==> config.mk <==
export PLATFORM = sky130hd
export DESIGN_NAME = dram_line_master
export DESIGN_NICKNAME = d
export VERILOG_FILES = /design/src/rtl/dram_line_master_pkg.sv /design/src/rtl/dram_line_master_line_beat_sel.sv /design/src/rtl/dram_line_master.sv
export SDC_FILE = /design/constraint.sdc
export NUM_CORES = 1
export LEC_CHECK = 0
export CAP_MARGIN = 0
export CORE_MARGIN = 2
export CORE_UTILIZATION = 35
export DETAILED_ROUTE_END_ITERATION = 16
export HOLD_SLACK_MARGIN = 0.08
export PLACE_DENSITY_LB_ADDON = 0.25
export SLEW_MARGIN = 10
export SYNTH_ARGS = -nofsm -noshare
export SYNTH_HDL_FRONTEND = slang
export SYNTH_SLANG_ARGS = --single-unit
==> constraint.sdc <==
create_clock -name clk -period 24.9 [get_ports clk]
set_clock_uncertainty 0.2 [all_clocks]
set_input_delay 7.47 -clock clk [delete_from_list [all_inputs] [get_ports clk]]
set_output_delay 7.47 -clock clk [all_outputs]
set_load 0.02 [all_outputs]
==> src/rtl/dram_line_master_pkg.sv <==
// Shared types and constants for the DRAM cache-line bus master.
// One 128-bit line travels as four 32-bit beats on the W and R channels.
package dram_line_master_pkg;

    localparam int LINE_W     = 128;
    localparam int BEAT_W     = 32;
    localparam int LINE_BEATS = LINE_W / BEAT_W;
    localparam int CNT_W      = 2;

    localparam logic [5:0] ATOP_NONE = 6'd0;

    typedef enum logic [2:0] {
        ST_IDLE,
        ST_AW,
        ST_W,
        ST_B,
        ST_AR,
        ST_R,
        ST_DONE
    } state_e;

endpackage

==> src/rtl/dram_line_master_line_beat_sel.sv <==
// Selects one 32-bit word out of a 128-bit line.
// Index 0 returns bits [31:0].
module line_beat_sel
    import dram_line_master_pkg::*;
(
    input  logic [LINE_W-1:0] line_i,
    input  logic [CNT_W-1:0]  idx_i,
    output logic [BEAT_W-1:0] word_o
);

    assign word_o = line_i[{idx_i, 5'd0} +: BEAT_W];

endmodule

==> src/rtl/dram_line_master.sv <==
// Turns one cache-line request into a single AXI-style burst (AW+4W+B or AR+4R).
// Only one transaction is in flight; the requester gets a one-cycle completion pulse.
module dram_line_master
    import dram_line_master_pkg::*;
#(
    parameter logic [3:0] MID   = 4'h0,
    parameter int         BEATS = LINE_BEATS
)
(
    input  logic               clk,
    input  logic               rst,

    input  logic               req_valid,
    output logic               req_ready,
    input  logic               req_we,
    input  logic [31:0]        req_addr,
    input  logic [LINE_W-1:0]  req_wline,
    output logic               resp_valid,
    output logic               resp_err,
    output logic [LINE_W-1:0]  resp_rline,

    output logic               awvalid,
    input  logic               awready,
    output logic [3:0]         awid,
    output logic [31:0]        awaddr,
    output logic [5:0]         awatop,

    output logic               wvalid,
    input  logic               wready,
    output logic [BEAT_W-1:0]  wdata,
    output logic               wlast,

    input  logic               bvalid,
    output logic               bready,
    input  logic [3:0]         bid,
    input  logic               bcomp,

    output logic               arvalid,
    input  logic               arready,
    output logic [3:0]         arid,
    output logic [31:0]        araddr,

    input  logic               rvalid,
    output logic               rready,
    input  logic [3:0]         rid,
    input  logic [BEAT_W-1:0]  rdata,
    input  logic               rlast
);

    localparam logic [CNT_W-1:0] LAST_CNT  = CNT_W'(BEATS - 1);
    localparam logic [31:0]      ADDR_MASK = 32'hFFFF_FFF0;

    state_e              state_q;
    logic [CNT_W-1:0]    cnt_q;
    logic                err_q;
    logic                drain_q;
    logic [31:0]         addr_q;
    logic [LINE_W-1:0]   wline_q;
    logic [LINE_W-1:0]   rline_q;
    logic [BEAT_W-1:0]   wword;
    logic                lastBeat;

    assign lastBeat = (cnt_q == LAST_CNT);

    line_beat_sel u_wsel (
        .line_i (wline_q),
        .idx_i  (cnt_q),
        .word_o (wword)
    );

    // drain_q marks an over-long read burst: beats are swallowed until rlast.
    always_ff @(posedge clk or posedge rst) begin
        if (rst) begin
            state_q <= ST_IDLE;
            cnt_q   <= '0;
            err_q   <= 1'b0;
            drain_q <= 1'b0;
            addr_q  <= '0;
            wline_q <= '0;
            rline_q <= '0;
        end else begin
            case (state_q)
                ST_IDLE: begin
                    if (req_valid) begin
                        addr_q  <= req_addr & ADDR_MASK;
                        wline_q <= req_wline;
                        err_q   <= 1'b0;
                        drain_q <= 1'b0;
                        cnt_q   <= '0;
                        state_q <= req_we ? ST_AW : ST_AR;
                    end
                end
                ST_AW: begin
                    if (awready) state_q <= ST_W;
                end
                ST_W: begin
                    if (wready) begin
                        if (lastBeat) begin
                            cnt_q   <= '0;
                            state_q <= ST_B;
                        end else begin
                            cnt_q <= cnt_q + 2'd1;
                        end
                    end
                end
                ST_B: begin
                    if (bvalid) begin
                        if (!bcomp || (bid != MID)) err_q <= 1'b1;
                        state_q <= ST_DONE;
                    end
                end
                ST_AR: begin
                    if (arready) state_q <= ST_R;
                end
                ST_R: begin
                    if (rvalid) begin
                        if (rid != MID) err_q <= 1'b1;
                        if (drain_q) begin
                            if (rlast) begin
                                drain_q <= 1'b0;
                                state_q <= ST_DONE;
                            end
                        end else begin
                            rline_q[{cnt_q, 5'd0} +: BEAT_W] <= rdata;
                            cnt_q <= cnt_q + 2'd1;
                            if (lastBeat) begin
                                if (rlast) begin
                                    state_q <= ST_DONE;
                                end else begin
                                    err_q   <= 1'b1;
                                    drain_q <= 1'b1;
                                end
                            end else if (rlast) begin
                                err_q   <= 1'b1;
                                state_q <= ST_DONE;
                            end
                        end
                    end
                end
                ST_DONE: begin
                    cnt_q   <= '0;
                    state_q <= ST_IDLE;
                end
                default: state_q <= ST_IDLE;
            endcase
        end
    end

    assign req_ready  = (state_q == ST_IDLE);
    assign resp_valid = (state_q == ST_DONE);
    assign resp_err   = resp_valid & err_q;
    assign resp_rline = rline_q;

    assign awvalid = (state_q == ST_AW);
    assign awid    = MID;
    assign awaddr  = addr_q;
    assign awatop  = ATOP_NONE;

    assign wvalid  = (state_q == ST_W);
    assign wdata   = wword;
    assign wlast   = wvalid & lastBeat;

    assign bready  = (state_q == ST_B);

    assign arvalid = (state_q == ST_AR);
    assign arid    = MID;
    assign araddr  = addr_q;

    assign rready  = (state_q == ST_R);

endmodule

==> results by stage <==
Layout:
- Once layout is done, the placed cells without fillers occupy roughly 0.018 mm².
- In the final layout, the multi-input gates occupy 0.00443 mm².
- For this run, the post-layout net count is 1662.
- The filler cells instantiated in the layout total 3256.
- The final core utilization is 50.5%.
- The sequential standard cell area is 0.00728 mm².
- The share of layout cells above drive strength 1 is 17.8%.
- From synthesis to final layout, the design area changed by 42.5%.

Place:
- The congestion estimate from routability-driven global placement came to 0.784.
- The placement-stage worst setup slack is 13.80 ns.
- The post-DP HPWL is 24800 µm.
- The post-place instance area is 0.0172 mm².
- The number of port buffers is 431.

Clocking:
- Buffers inserted to repair hold after CTS numbered 0.
- TritonCTS built the clock tree.
- CTS built an H-tree with a depth of 2.
- The number of clock sinks is 291.
- The number of clock buffers added by TritonCTS is 35.
- The clock insertion delay at the later pin of the skew report is 0.49 ns.
- After clock tree synthesis, the repair step resized 0 gates.
- The clock input transition at the sequential cells of the worst setup and hold paths is 0.05 ns.
- The root buffer cell chosen for the clock tree is sky130_fd_sc_hd__clkbuf_16.
- The maximum number of buffers from clock root to sink is 3.
- The buffer count from post-CTS setup fixing is 0.

GRT:
- The number of antenna violations at the first check in global routing is 1.
- The via count of the first global-routing pass is 9681.
- Entering global routing, the biggest net connects 107 pins.
- For this run the aggregate overflow at the end of global routing stands at 0.
- The global-route wire length before repair is 55700 µm.
- In the global route stage, overall resource usage came out at 18.3%.

Route:
- In this run the remaining antenna-violating nets after routing total 0.
- For this block, the routed nets add up to 35600 µm of wire.
- The average via count per standard cell is 4.83.
- For this block, the initial DRC count from the detailed router was ~460.
- In the routed design, unresolved DRC markers number 0.
- The wire length per cell is 18.4 µm.
- The first-pass iteration count of the detailed router is 4.
- The via total after detailed routing is 9347.

Logic synthesis:
- After synthesis, the largest area contributor takes up roughly 56% of total cell area.
- The netlist area before placement is 0.0129 mm².
- The synthesized design contains between 200 and 300 register bits.
- The proportion of synthesized chip area in sequential cells is 56.4%.
- The Yosys step of the flow raised 0 warnings.
- The cell taking the most area after synthesis is sky130_fd_sc_hd__dfrtp_1.
- Each instance of the synthesized netlist takes up on average between 10 and 15 µm².
- In the post-synthesis netlist, the biggest area contributors are sky130_fd_sc_hd__dfrtp_1 56%, sky130_fd_sc_hd__mux2_2 13%, sky130_fd_sc_hd__mux4_2 5.6%, sky130_fd_sc_hd__nand3_1 5.0%, sky130_fd_sc_hd__o21ai_0 4.8%.
- After technology mapping, the gate count stands at roughly 1100.
- Counting distinct cell types in the post-synthesis netlist gives 45.

Timing:
- For the pin with the worst max-slew slack, the measured transition is 1.01 ns.
- Setup repair after global routing left no endpoint under its margin.
- The final setup TNS is 0 ns.
- The worst path in the final design needs a cycle of roughly 11 ns, including I/O delays and setup.
- For this run, the top clock speed supported by timing is around 0.094 GHz.
- The worst setup slack after layout is approximately 14 ns.
- The relative max-transition margin is ~33%.
- The total count of max-transition violations in the final report is 0.
- The fraction of the cycle the final worst path needs is between 40% and 50%.
- Setup violations remaining at the end of the flow were counted as 0.
- The number of failing hold endpoints at the final stage is 0.

Power and ir drop:
- The static power due to leakage is 7.84 nW.
- VDD sags by at most roughly 0.07 mV.
- The power per standard cell area is 134 mW/mm².
- The total chip power is 2.46 mW.

Die:
- In this run the count of I/O pins placed on the die edge is ~460.
- The floorplan step defined a die boundary enclosing 0.0385 mm².
- The initial core utilization is 35.5%.
- The x dimension of the die is 196 µm.
- The floorplan has 70 rows.
- The core area is 0.0364 mm².
- The die span in y is 196 µm.

Setup path:
- Along the worst path, the maximum fanout reaches between 70 and 80.
- STA puts the critical path data required time at 25.07 ns.
- The worst setup path is launched from a primary input.
- The setup path with the least slack is of type primary input to register.
- The worst setup path is captured at a register.
- Data on the critical path arrives at its endpoint at approximately 11 ns.

Outcome:
- The run finished with clean final reports.

Worst hold path:
- The path class of the lowest-slack min-delay path is register to register.

Job:
- The tool flagged a number of max-cap violations equal to 0.
==> kinds of logic (layout without fill, tap and decap cells) <==
kind of cell	count (synthesis)	count (layout)	share of synthesized area [%]
flops	291	291	56.4
simple gates	167	167	7.32
mux	193	193	19.6
other cells	1	23	0.0290
buf+inv	252	641	10.1
compound gates	147	147	5.99
xor+xnor	1	1	0.0678
fa+ha+maj	6	6	0.581
==> state kept, by name (all words and copies together) (netlist names) <==
register	count
araddr	28
cnt_q	2
drain_q	1
err_q	1
resp_rline	128
state_q	3
wline_q	128
==> cells in the final DEF (no fill, tap or decap), types with 3 or more instances in the layout <==
cell	synthesis	layout
sky130_fd_sc_hd__dfrtp_1	291	289
sky130_fd_sc_hd__nor3b_4	4	4
sky130_fd_sc_hd__ha_1	6	6
sky130_fd_sc_hd__nand2_1	4	4
sky130_fd_sc_hd__clkinv_2	0	5
sky130_fd_sc_hd__nor3b_2	0	3
sky130_fd_sc_hd__mux2_2	146	146
sky130_fd_sc_hd__buf_4	62	15
sky130_fd_sc_hd__mux2_1	10	10
sky130_fd_sc_hd__clkbuf_1	17	6
sky130_fd_sc_hd__and3_1	4	4
sky130_fd_sc_hd__clkbuf_16	0	37
sky130_fd_sc_hd__nand3_1	130	130
sky130_fd_sc_hd__o21ai_1	8	8
sky130_fd_sc_hd__clkdlybuf4s50_1	0	431
sky130_fd_sc_hd__inv_1	135	134
sky130_fd_sc_hd__conb_1	1	22
sky130_fd_sc_hd__nor3_1	5	4
sky130_fd_sc_hd__clkbuf_8	0	8
sky130_fd_sc_hd__nor2_1	6	6
sky130_fd_sc_hd__o21ai_0	124	124
sky130_fd_sc_hd__mux4_2	32	32
sky130_fd_sc_hd__mux2i_1	5	5
==> critical path, cell delays in order <==
cell,delay [ns]
sky130_fd_sc_hd__clkdlybuf4s50_1,0.51
sky130_fd_sc_hd__nor4b_4,0.49
sky130_fd_sc_hd__buf_4,0.85
sky130_fd_sc_hd__buf_4,0.88
sky130_fd_sc_hd__mux2_2,0.42
==> metrics by stage <==
step	instances	hold WS, ns
6_report	1937	0.281
5_1_grt	1936	0.307
4_1_cts	1936	0.288
3_5_place_dp	1876	0.274
3_3_place_gp	1876	0.268
2_1_floorplan	1079	0.253
==> Yosys cell counts, drive strengths merged <==
| cell | n |
|---|---|
| a211oi | 1 |
| ha | 6 |
| buf | 88 |
| nand3 | 130 |
| a32oi | 1 |
| mux2i | 5 |
| nor2b | 2 |
| mux4 | 32 |
| o32a | 1 |
| o22ai | 2 |
| a22oi | 1 |
| nor4b | 1 |
| o21ai | 132 |
| mux2 | 156 |
| nand4b | 1 |
| inv | 135 |
| dfrtp | 291 |
| clkbuf | 29 |
| nor2 | 6 |
| a21oi | 2 |
| o31ai | 1 |
| or3b | 1 |
| and3 | 4 |
| conb | 1 |
| nand2 | 4 |
| a21bo | 1 |
| nor4 | 1 |
| or4 | 1 |
| o21a | 1 |
| xnor2 | 1 |
| and2 | 2 |
| nor3b | 7 |
| o211ai | 1 |
| nand2b | 1 |
| a41oi | 2 |
| and3b | 1 |
| a31oi | 1 |
| nor3 | 5 |
==> where the power goes <==
| group | internal, mW | switching [mW] |
|---|---|---|
| logic | 0.582 | 0.547 |
| clock network | 0.314 | 0.192 |
| registers | 0.695 | 0.133 |
==> path summary, 6_finish.rpt <==
kind                       startpoint              to  slack (ns)  depth (start not counted)
min                        wline_q[7]      wline_q[7]        0.28                          1
min reg2reg                wline_q[7]      wline_q[7]        0.28                          1
max                         req_valid      araddr[25]       14.32                          5
min in group asynchronous         rst  resp_rline[56]        7.24                          2
max reg2reg                state_q[1]      araddr[25]       21.08                          4
max in group asynchronous         rst     wline_q[18]       14.90                          4
==> final cells by class <==
type	instances	share of cell area, %
flip-flops and latches	291	39.6
multi-input cells	536	24.1
repair buffers	446	24.1
clock buffers	51	5.75
well taps	468	3.18
inverters	135	2.79
clock inverters	9	0.544
diodes	1	0.0136
==> layer usage <==
layer / routed length [µm] / track usage (%) / vias up
li1: - / - / 4331
met4: 858 / 5.08 / 2
met5: 13 / 0 / -
met1: 14300 / 23.3 / 4613
met3: 3700 / 7.19 / 65
met2: 16800 / 29.2 / 336
No activity file was read; power rests on OpenSTA's default activity.
==> RTL change: new RTL, config.mk and constraints unchanged <==
Encoding of `state_e`: now one-hot (7 bits for 7 states).
--- a/src/rtl/dram_line_master_pkg.sv
+++ b/src/rtl/dram_line_master_pkg.sv
@@ -11,10 +11,10 @@
 
-    typedef enum logic [2:0] {
-        ST_IDLE,
-        ST_AW,
-        ST_W,
-        ST_B,
-        ST_AR,
-        ST_R,
-        ST_DONE
+    typedef enum logic [6:0] {
+        ST_IDLE = 7'b0000001,
+        ST_AW   = 7'b0000010,
+        ST_W    = 7'b0000100,
+        ST_B    = 7'b0001000,
+        ST_AR   = 7'b0010000,
+        ST_R    = 7'b0100000,
+        ST_DONE = 7'b1000000
     } state_e;
Function: same outputs for any inputs over 4 cycles, from zero or initial values and one cycle with rst high; so few cycles prove little.
==> RTL change against the unedited design <==
Area after synthesis shrank 0.41%. Worst setup slack worse by 250 ps. Cell area up 0.88%. Sequential cell count up 4. Worst hold slack lost 19 ps. Routed wire length increased by 6.1%. Die area is 0.40% lower. Power fell by 16%. Critical path type is now register to primary output. Highest routed layer unchanged.
==> RTL change: results (changes against the unedited design) <==
fill count: 3269 (+0.40%)
RR Startpoint: state_q[5]
first-pass GRT wire length: 58.28 mm (+4.6%)
Hold Fails Final Rpt: 0 (unchanged)
clock root buffer master: clkbuf_16
post-synthesis mux area share: 0.1959 (+0.0002157)
cts repair resizes: 0 (unchanged)
crit path DAT: 3160 ps (-7590 ps)
dpl ws: 14190 ps (+395.0 ps)
Setup Buffers After CTS: 0 (unchanged)
All-Layer GR Usage: 0.1961 (+0.01272)
worst-path fanout max: 11 (-86%)
hold path endpoint: resp_rline[10]
Num CTS Buffers: 36 (+2.9%)
Final #Nets: 1696 (+2.0%)
H-tree depth: 2 (unchanged)
Reg clk slew, reported paths: 50 ps (about the same)
latest clock arrival within the worst-skew pair: 510 ps (+20 ps)
Post-Route WL: 37.78 mm (+6.1%)
clock buffer depth: 3 (unchanged)
hold_sp: resp_rline[10]
Reg-to-Reg End: wline_q[116]
Synth Area in Adders: 0.005835 (+0.00002374)
largest cells by area after synthesis: dfrtp_1 (57%), mux2_2 (14%), nand2_1 (7.7%), mux4_2 (5.6%), nand3_1 (5.1%)
FFs w/ async S/R, synth: 1.000 (unchanged)
antenna violations before repair: 8 (+7)
WHS Path Cells: 2 (+1)
register-to-register setup slack: 21420 ps (+340 ps)
area fraction in compound gates after synthesis: 0.01225 (-0.04761)
Post-synth EDFFs: 0 (unchanged)
R2R cell count: 5 (+1)
Hold Crit Class: register to register
sequential-to-total area share from yosys stat: 0.5739 (+0.01018)
YS warnings: 0 (unchanged)
status: complete, no violations
pin count of the biggest net entering global routing: 94 (-12%)
area post-placement: 0.01730 mm^2 (+0.31%)
Synth cell types: 42 (-6.7%)
Worst Max-Slew Pin Slew: 1109 ps (+102.5 ps)
layout cells sized above 1: 0.1879 (+0.01012)
Lkg Pwr: 8.330 nW (+6.2%)
XOR/XNOR Fraction of Synth Area: 0.002042 (+0.001364)
top post-synthesis cells by count: dfrtp_1 (294), nand2_1 (264), mux2_2 (158), nand3_1 (130), buf_4 (62)
Port Buffers: 431 (unchanged)
peak supply drop: 0.00008166 V (+16%)
Final HPWL DP: 26.28 mm (+5.9%)
drt pass-1 iters: 4 (unchanged)
gpl congestion: 0.8443 (+7.7%)
vias in the first global route: 10063 (+3.9%)
DRT iter0 DRCs: 306 (-33%)
Vias/cell: 4.892 (+1.4%)
## RTL change: how the worst max path moves through the flow
stage                    to  slack [ps]  startpoint
2_1_floorplan    araddr[10]        9080         rst
3_3_place_gp   wline_q[116]       14210   req_valid
3_5_place_dp     araddr[13]       14190   req_valid
4_1_cts             arvalid       14040  state_q[1]
5_1_grt             arvalid       13950  state_q[1]
6_report            arvalid       14070  state_q[1]
## RTL change: metrics by stage
stage	utilization	total power [mW]	hold slack, ps	std cells
final	0.5096	2.062	261.9	1978
after global routing	0.5095	2.168	287.1	1977
after CTS	0.5093	2.089	266.8	1974
after detailed placement	0.4748	1.534	254.9	1909
after global placement	0.4748	1.518	249.3	1909
after floorplan	-	1.237	273.9	1114
## RTL change: layer usage
layer,vias up,part of all wire,GRT usage
met4,6,0.020,0.05415
met3,66,0.11,0.08595
met5,-,0.0010,0
met1,4769,0.39,0.2319
li1,4433,-,-
met2,402,0.48,0.3262
## RTL change: worst max-delay path, cell delays in order (launching register included)
cell	delay (ps)
dfrtp_1	490
or4_1	730
or4b_2	740
inv_1	90
clkdlybuf4s50_1	600
## RTL change: kinds of logic after synthesis
kind of cell               Yosys count
other                                1
xor gates and xnor gates             3
adders and majority gates            6
and+or+nand+nor                    442
muxes                              192
buffers and inverters              131
AOI/OAI and AO/OA                   23
DFF                                295
## RTL change: report_power, final
part           switching, mW  total [mW]  internal, mW  leakage, nW
logic                  0.367       0.801         0.434         3.95
registers             0.0876       0.718         0.630         3.75
clock network          0.204       0.543         0.339        0.621
total                  0.658        2.06          1.40         8.33
## RTL change: final cells by class
| cell class | count | area (um^2) | share of cell area |
|---|---|---|---|
| sequential | 295 | 7386 | 0.3978 |
| multi-input combinational | 688 | 4840 | 0.2607 |
| timing repair buffer | 448 | 4442 | 0.2392 |
| clock buffer | 52 | 1102 | 0.05937 |
| tap | 468 | 585.6 | 0.03154 |
| clock inverter | 13 | 156.4 | 0.008424 |
| inverter | 10 | 45.04 | 0.002426 |
| antenna | 4 | 10.01 | 0.0005391 |
